**config.mk**
```make
export PLATFORM = sky130hd
export DESIGN_NAME = perf_display_scan
export DESIGN_NICKNAME = d
export VERILOG_FILES = /design/src/rtl/perf_display_scan.sv
export SDC_FILE = /design/constraint.sdc
export NUM_CORES = 1
export LEC_CHECK = 0
export ABC_AREA = 1
export CAP_MARGIN = 20
export CELL_PAD_IN_SITES_DETAIL_PLACEMENT = 0
export CELL_PAD_IN_SITES_GLOBAL_PLACEMENT = 1
export CORE_ASPECT_RATIO = 1.75
export CORE_MARGIN = 1.5
export CORE_UTILIZATION = 30
export CTS_BUF_LIST = sky130_fd_sc_hd__clkbuf_8 sky130_fd_sc_hd__clkbuf_16
export DETAILED_ROUTE_END_ITERATION = 8
export GPL_TIMING_DRIVEN = 0
export HOLD_SLACK_MARGIN = 0.02
export PLACE_DENSITY_LB_ADDON = 0.1
export SETUP_SLACK_MARGIN = 0.15
export SLEW_MARGIN = 20
export SYNTH_ARGS = -nofsm -noshare
export SYNTH_HDL_FRONTEND = slang
export SYNTH_SLANG_ARGS = --single-unit
```
**constraint.sdc**
```tcl
create_clock -name clk -period 3.62 [get_ports clk]
set_input_delay 0.543 -clock clk [delete_from_list [all_inputs] [get_ports clk]]
set_output_delay 0.543 -clock clk [all_outputs]
set_load 0.01 [all_outputs]
```
**src/rtl/perf_display_scan.sv**
```systemverilog
// Purpose: scans one sel-chosen 32-bit core value as 8 hex digits on a common-anode 7-segment bank;
//          snapshot taken only at frame boundaries. Optional PERF_DISP_LZ_BLANK_EN blanks leading zeros.
// Latency: an/seg registered, one cycle behind dig/shadow; no backpressure (free-running display output).
module perf_display_scan #(
  parameter int SCAN_DIV = 100000
) (
  input  logic        clk,
  input  logic        clr,
  input  logic [1:0]  sel,
  input  logic        freeze,
  input  logic [31:0] Leddata,
  input  logic [31:0] Count_all,
  input  logic [31:0] Count_branch,
  input  logic [31:0] Count_jmp,
  output logic [7:0]  an,
  output logic [7:0]  seg
);

  localparam int              DW       = (SCAN_DIV > 1) ? $clog2(SCAN_DIV) : 1;
  localparam logic [DW-1:0]   DIV_LAST = DW'(SCAN_DIV - 1);

  logic [DW-1:0] div_cnt;
  logic [2:0]    dig;
  logic [31:0]   shadow;
  logic          tick;
  logic          boundary;
  logic [31:0]   src_dat;
  logic [3:0]    nib;
  logic [6:0]    hex_seg;
  logic          blank;

  assign tick     = (div_cnt == DIV_LAST);
  assign boundary = tick && (dig == 3'd7);

  // Source mux; only sampled into shadow at the frame boundary.
  always_comb begin
    src_dat = Leddata;
    case (sel)
      2'd0: src_dat = Leddata;
      2'd1: src_dat = Count_all;
      2'd2: src_dat = Count_branch;
      2'd3: src_dat = Count_jmp;
      default: src_dat = Leddata;
    endcase
  end

  // Prescaler: one digit slot every SCAN_DIV cycles.
  always_ff @(posedge clk or negedge clr) begin
    if (!clr)      div_cnt <= '0;
    else if (tick) div_cnt <= '0;
    else           div_cnt <= div_cnt + 1'b1;
  end

  // Digit index advances once per slot and wraps 7->0 naturally.
  always_ff @(posedge clk or negedge clr) begin
    if (!clr)      dig <= 3'd0;
    else if (tick) dig <= dig + 3'd1;
  end

  // Snapshot at the 7->0 transition so a digit never changes mid-frame.
  always_ff @(posedge clk or negedge clr) begin
    if (!clr)                      shadow <= 32'd0;
    else if (boundary && !freeze)  shadow <= src_dat;
  end

  assign nib = shadow[{dig, 2'b00} +: 4];

  // Active-low hex decode, segments g..a.
  always_comb begin
    hex_seg = 7'h7F;
    case (nib)
      4'h0: hex_seg = 7'h40;
      4'h1: hex_seg = 7'h79;
      4'h2: hex_seg = 7'h24;
      4'h3: hex_seg = 7'h30;
      4'h4: hex_seg = 7'h19;
      4'h5: hex_seg = 7'h12;
      4'h6: hex_seg = 7'h02;
      4'h7: hex_seg = 7'h78;
      4'h8: hex_seg = 7'h00;
      4'h9: hex_seg = 7'h10;
      4'hA: hex_seg = 7'h08;
      4'hB: hex_seg = 7'h03;
      4'hC: hex_seg = 7'h46;
      4'hD: hex_seg = 7'h21;
      4'hE: hex_seg = 7'h06;
      4'hF: hex_seg = 7'h0E;
      default: hex_seg = 7'h7F;
    endcase
  end

`ifdef PERF_DISP_LZ_BLANK_EN
  // A digit is a leading zero when it and every more significant nibble are zero; digit 0 always shows.
  logic [31:0] upper;
  assign upper = shadow >> {dig, 2'b00};
  assign blank = (dig != 3'd0) && (upper == 32'd0);
`else
  assign blank = 1'b0;
`endif

  // Output register: anode one-hot-low and segments, dp always off.
  always_ff @(posedge clk or negedge clr) begin
    if (!clr) begin
      an  <= 8'hFF;
      seg <= 8'hFF;
    end else begin
      an  <= ~(8'b1 << dig);
      seg <= blank ? 8'hFF : {1'b1, hex_seg};
    end
  end

endmodule
```
==> results.md <==
- Avg WL per Cell: 13.24 µm
- Number of buffers between clock root and the deepest sink: 2
- Outcome: finished clean
- Top fanout value on the critical path: 11
- Library cell contributing the largest single delay on the critical path: sky130_fd_sc_hd__dfrtp_1
- Net count, final: 923
- Seq/Total Area, Yosys: 39.99%
- Utilization after layout: 44.98%
- Clock slew at reported path FFs: 50 ps
- Layout-stage area growth over the synthesis result: 46.81%
- Most area-consuming cells after synthesis: sky130_fd_sc_hd__dfrtp_1 (31%), sky130_fd_sc_hd__nand2_1 (25%), sky130_fd_sc_hd__dfstp_2 (9.3%)
- Max-slew headroom at the worst pin: 55.58%
- Total Die Area: 0.01488 mm²
- Detailed router's first-iteration violation count: 144
- Power per cell area: 284.4 mW/mm²
- Overall overflow remaining after global route: 0
- Number of register bits inferred by synthesis: 67
- CTS Hold Buffers Added: 0
- DR pass1 iterations: 4
- Clock period minus worst slack: 2274 ps
- Number of clock buffers inserted by TritonCTS: 9
- CP most frequent cell: sky130_fd_sc_hd__nand2_1
- Number of unique standard cell types used by synthesis: 28
- Post-CTS setup buffers: 0
- Routed Antenna Nets: 0
- Insertion delay of the later-clocked pin in the worst-skew pair: 330 ps
- Number of clock sinks: 67
- Setup CP Type: register to register
- Vias in the first global route: 4457
- Crit Reg-Reg Startpoint: dig[0]
- Max Cap Violations: 0
- Maximum vdd drop: 0.1696 mV
- Total of endpoints with negative setup slack in the final report: 0
- Number of placement rows: 57
- Share of the synthesized area in the top cell type: 30.70%
- # resized after CTS: 0
- WL final: 12.71 mm
- Setup total negative slack: 0 ps
- Worst path setup slack after routing: 1346 ps
- Inserted Diodes: 0
- Fraction of layout instances using a drive strength above 1: 7.280%
- Worst min path class: input pin to async pin
- FMAX: 0.4397 GHz
- Number of vias in the routed layout: 4406
- Final weighted congestion in routability-driven placement: 0.8389
- DRC errors left: 0
- Longest individual stage delay on the worst path: 410 ps
- Dominant cell by count in the synthesized netlist: sky130_fd_sc_hd__nand2_1
- Required time at the worst-slack endpoint: 3880 ps
- Count of input and output buffers: 147
- Pre-CTS setup slack: 1204 ps
- Worst path buffer plus inverter count: 4
- Critical path cell sequence: buf_2, inv_2, buf_2, nand2_1, nand3_1, nand3_1, nand2_1, inv_1, ha_1, nand3_1, nand2_1, nand2_1, nand2_1
- Maximum number of pins on one net before global-route repair: 37
- Cell class contributing the biggest share of worst-path delay: simple AND/OR/NAND/NOR gates
- Post-synthesis cell type with the largest combined area: sky130_fd_sc_hd__dfrtp_1
- First-pass GRT wire length: 20.67 mm
- Pwr Total: 0.001770 W
- Starting Density: 30.64%
- Root Driver: sky130_fd_sc_hd__clkbuf_16
- Final number of max-transition violations: 0
- CTS tree: built
- Total count of hold-check failures in the final report: 0
- CP arrival: 2530 ps
- Critical path capture point type: register
- Mean Syn Cell Area: 6.848 µm²
- Post-Syn Area: 0.004239 mm²
- Worst setup path startpoint: dig[0]
- Yosys Warn Count: 0
- Asr flop ratio synth: 100.0%
- Dominant synthesized flop cell: sky130_fd_sc_hd__dfrtp_1
- EDFF count, synth: 0
- Net count of the mapped netlist: 764
- RSZ-0062 raised after global routing: false
- Startpoint Class: register
- Die width: 92.86 µm
- Mapped Cells: 619
- CTS H-tree lvls: 3
- Final HPWL from detailed placement: 10.59 mm
- Hold slack: 144.8 ps
- Leading post-synthesis cells by instance count: sky130_fd_sc_hd__nand2_1 (284), sky130_fd_sc_hd__nand3_1 (71), sky130_fd_sc_hd__dfrtp_1 (52), sky130_fd_sc_hd__inv_1 (49), sky130_fd_sc_hd__nand4_1 (38)
- Worst Tran Pin Value: 663.9 ps
- Vert. Die Dim: 160.3 µm
- Area of the core: 0.01384 mm²
- Number of antenna violations at the first check in global routing: 0
- Global routing usage summed across all routing layers: 17.74%
- P_leak: 2.935 nW
- I/O Pins: 149
- Worst Clk Skew: 5.478 ps
- Via density: 4.590
- Period Utilization, post-route: 62.82%
[per-stage QoR]
stage,instance area [µm²],instances
after detailed placement,5949,944
after global routing,6223,960
after CTS,6223,960
after floorplan,4239,619
final,6223,960
after global placement,5932,943
[flip-flops by register name (all words and copies together) (netlist names)]
signal,count
an,8
dig,3
div_cnt,17
seg,7
shadow,32
[layer usage]
| metal | vias up | global-route usage, % | part of all wire [%] | routed length (µm) |
|---|---|---|---|---|
| met5 | - | 0 | 0 | 0 |
| met4 | 0 | 6.405 | 2.0 | 255 |
| met3 | 17 | 2.810 | 4.2 | 531 |
| met2 | 129 | 34.77 | 56 | 7113 |
| met1 | 1972 | 18.21 | 38 | 4812 |
| li1 | 2288 | - | - | - |
[logic make-up (layout without fill, tap and decap cells)]
logic type	Yosys count	in the layout	share of synthesized area (%)
and+or+nand+nor	429	429	43.98
buffers and inverters	85	249	8.648
DFF	67	67	39.99
AOI/OAI and AO/OA	16	16	1.889
adders and majority gates	12	12	3.542
xor gates and xnor gates	9	9	1.860
other	1	1	0.08846
[power by group]
group / switching, W / total [W] / internal [W]
sequential: 0 / 0.000751 / 0.000751
clock: 0.000288 / 0.000778 / 0.000489
combinational: 0.0000895 / 0.000241 / 0.000152
[layout make-up]
type / instances / area (µm²)
fillers: 1504 / 7612
multi-input cells: 467 / 2177
flip-flops and latches: 67 / 1695
repair buffers: 148 / 1489
clock buffers: 11 / 252.7
inverters: 58 / 222.7
well taps: 177 / 221.5
plain buffers: 27 / 143.9
clock inverters: 5 / 21.27
[final timing paths]
path,endpoint,slack (ps),depth (start not counted)
worst max-delay path,seg[3],1350,13
worst min-delay path,div_cnt[12],140,1
worst max register to register,seg[3],1350,13
worst min register to register,div_cnt[0],460,1
max in group asynchronous,shadow[15],2940,2
min in group clk,div_cnt[0],460,1
[placed cells by master, fill, tap and decap left out, types with 3 or more instances in the layout]
| master | Yosys | final |
|---|---|---|
| sky130_fd_sc_hd__nand4_1 | 38 | 38 |
| sky130_fd_sc_hd__buf_6 | 3 | 3 |
| sky130_fd_sc_hd__xor2_1 | 9 | 9 |
| sky130_fd_sc_hd__dfstp_2 | 15 | 15 |
| sky130_fd_sc_hd__buf_2 | 4 | 4 |
| sky130_fd_sc_hd__inv_1 | 49 | 52 |
| sky130_fd_sc_hd__inv_2 | 8 | 8 |
| sky130_fd_sc_hd__nand2_1 | 284 | 284 |
| sky130_fd_sc_hd__nor2_1 | 20 | 20 |
| sky130_fd_sc_hd__buf_4 | 4 | 5 |
| sky130_fd_sc_hd__clkdlybuf4s50_1 | 0 | 146 |
| sky130_fd_sc_hd__o21ai_0 | 10 | 10 |
| sky130_fd_sc_hd__clkbuf_1 | 16 | 16 |
| sky130_fd_sc_hd__nand3_1 | 71 | 71 |
| sky130_fd_sc_hd__nor3_1 | 6 | 6 |
| sky130_fd_sc_hd__ha_1 | 12 | 12 |
| sky130_fd_sc_hd__a21oi_1 | 5 | 5 |
| sky130_fd_sc_hd__dfrtp_1 | 52 | 52 |
| sky130_fd_sc_hd__clkbuf_16 | 0 | 9 |
No activity file was read; power rests on OpenSTA's default activity.
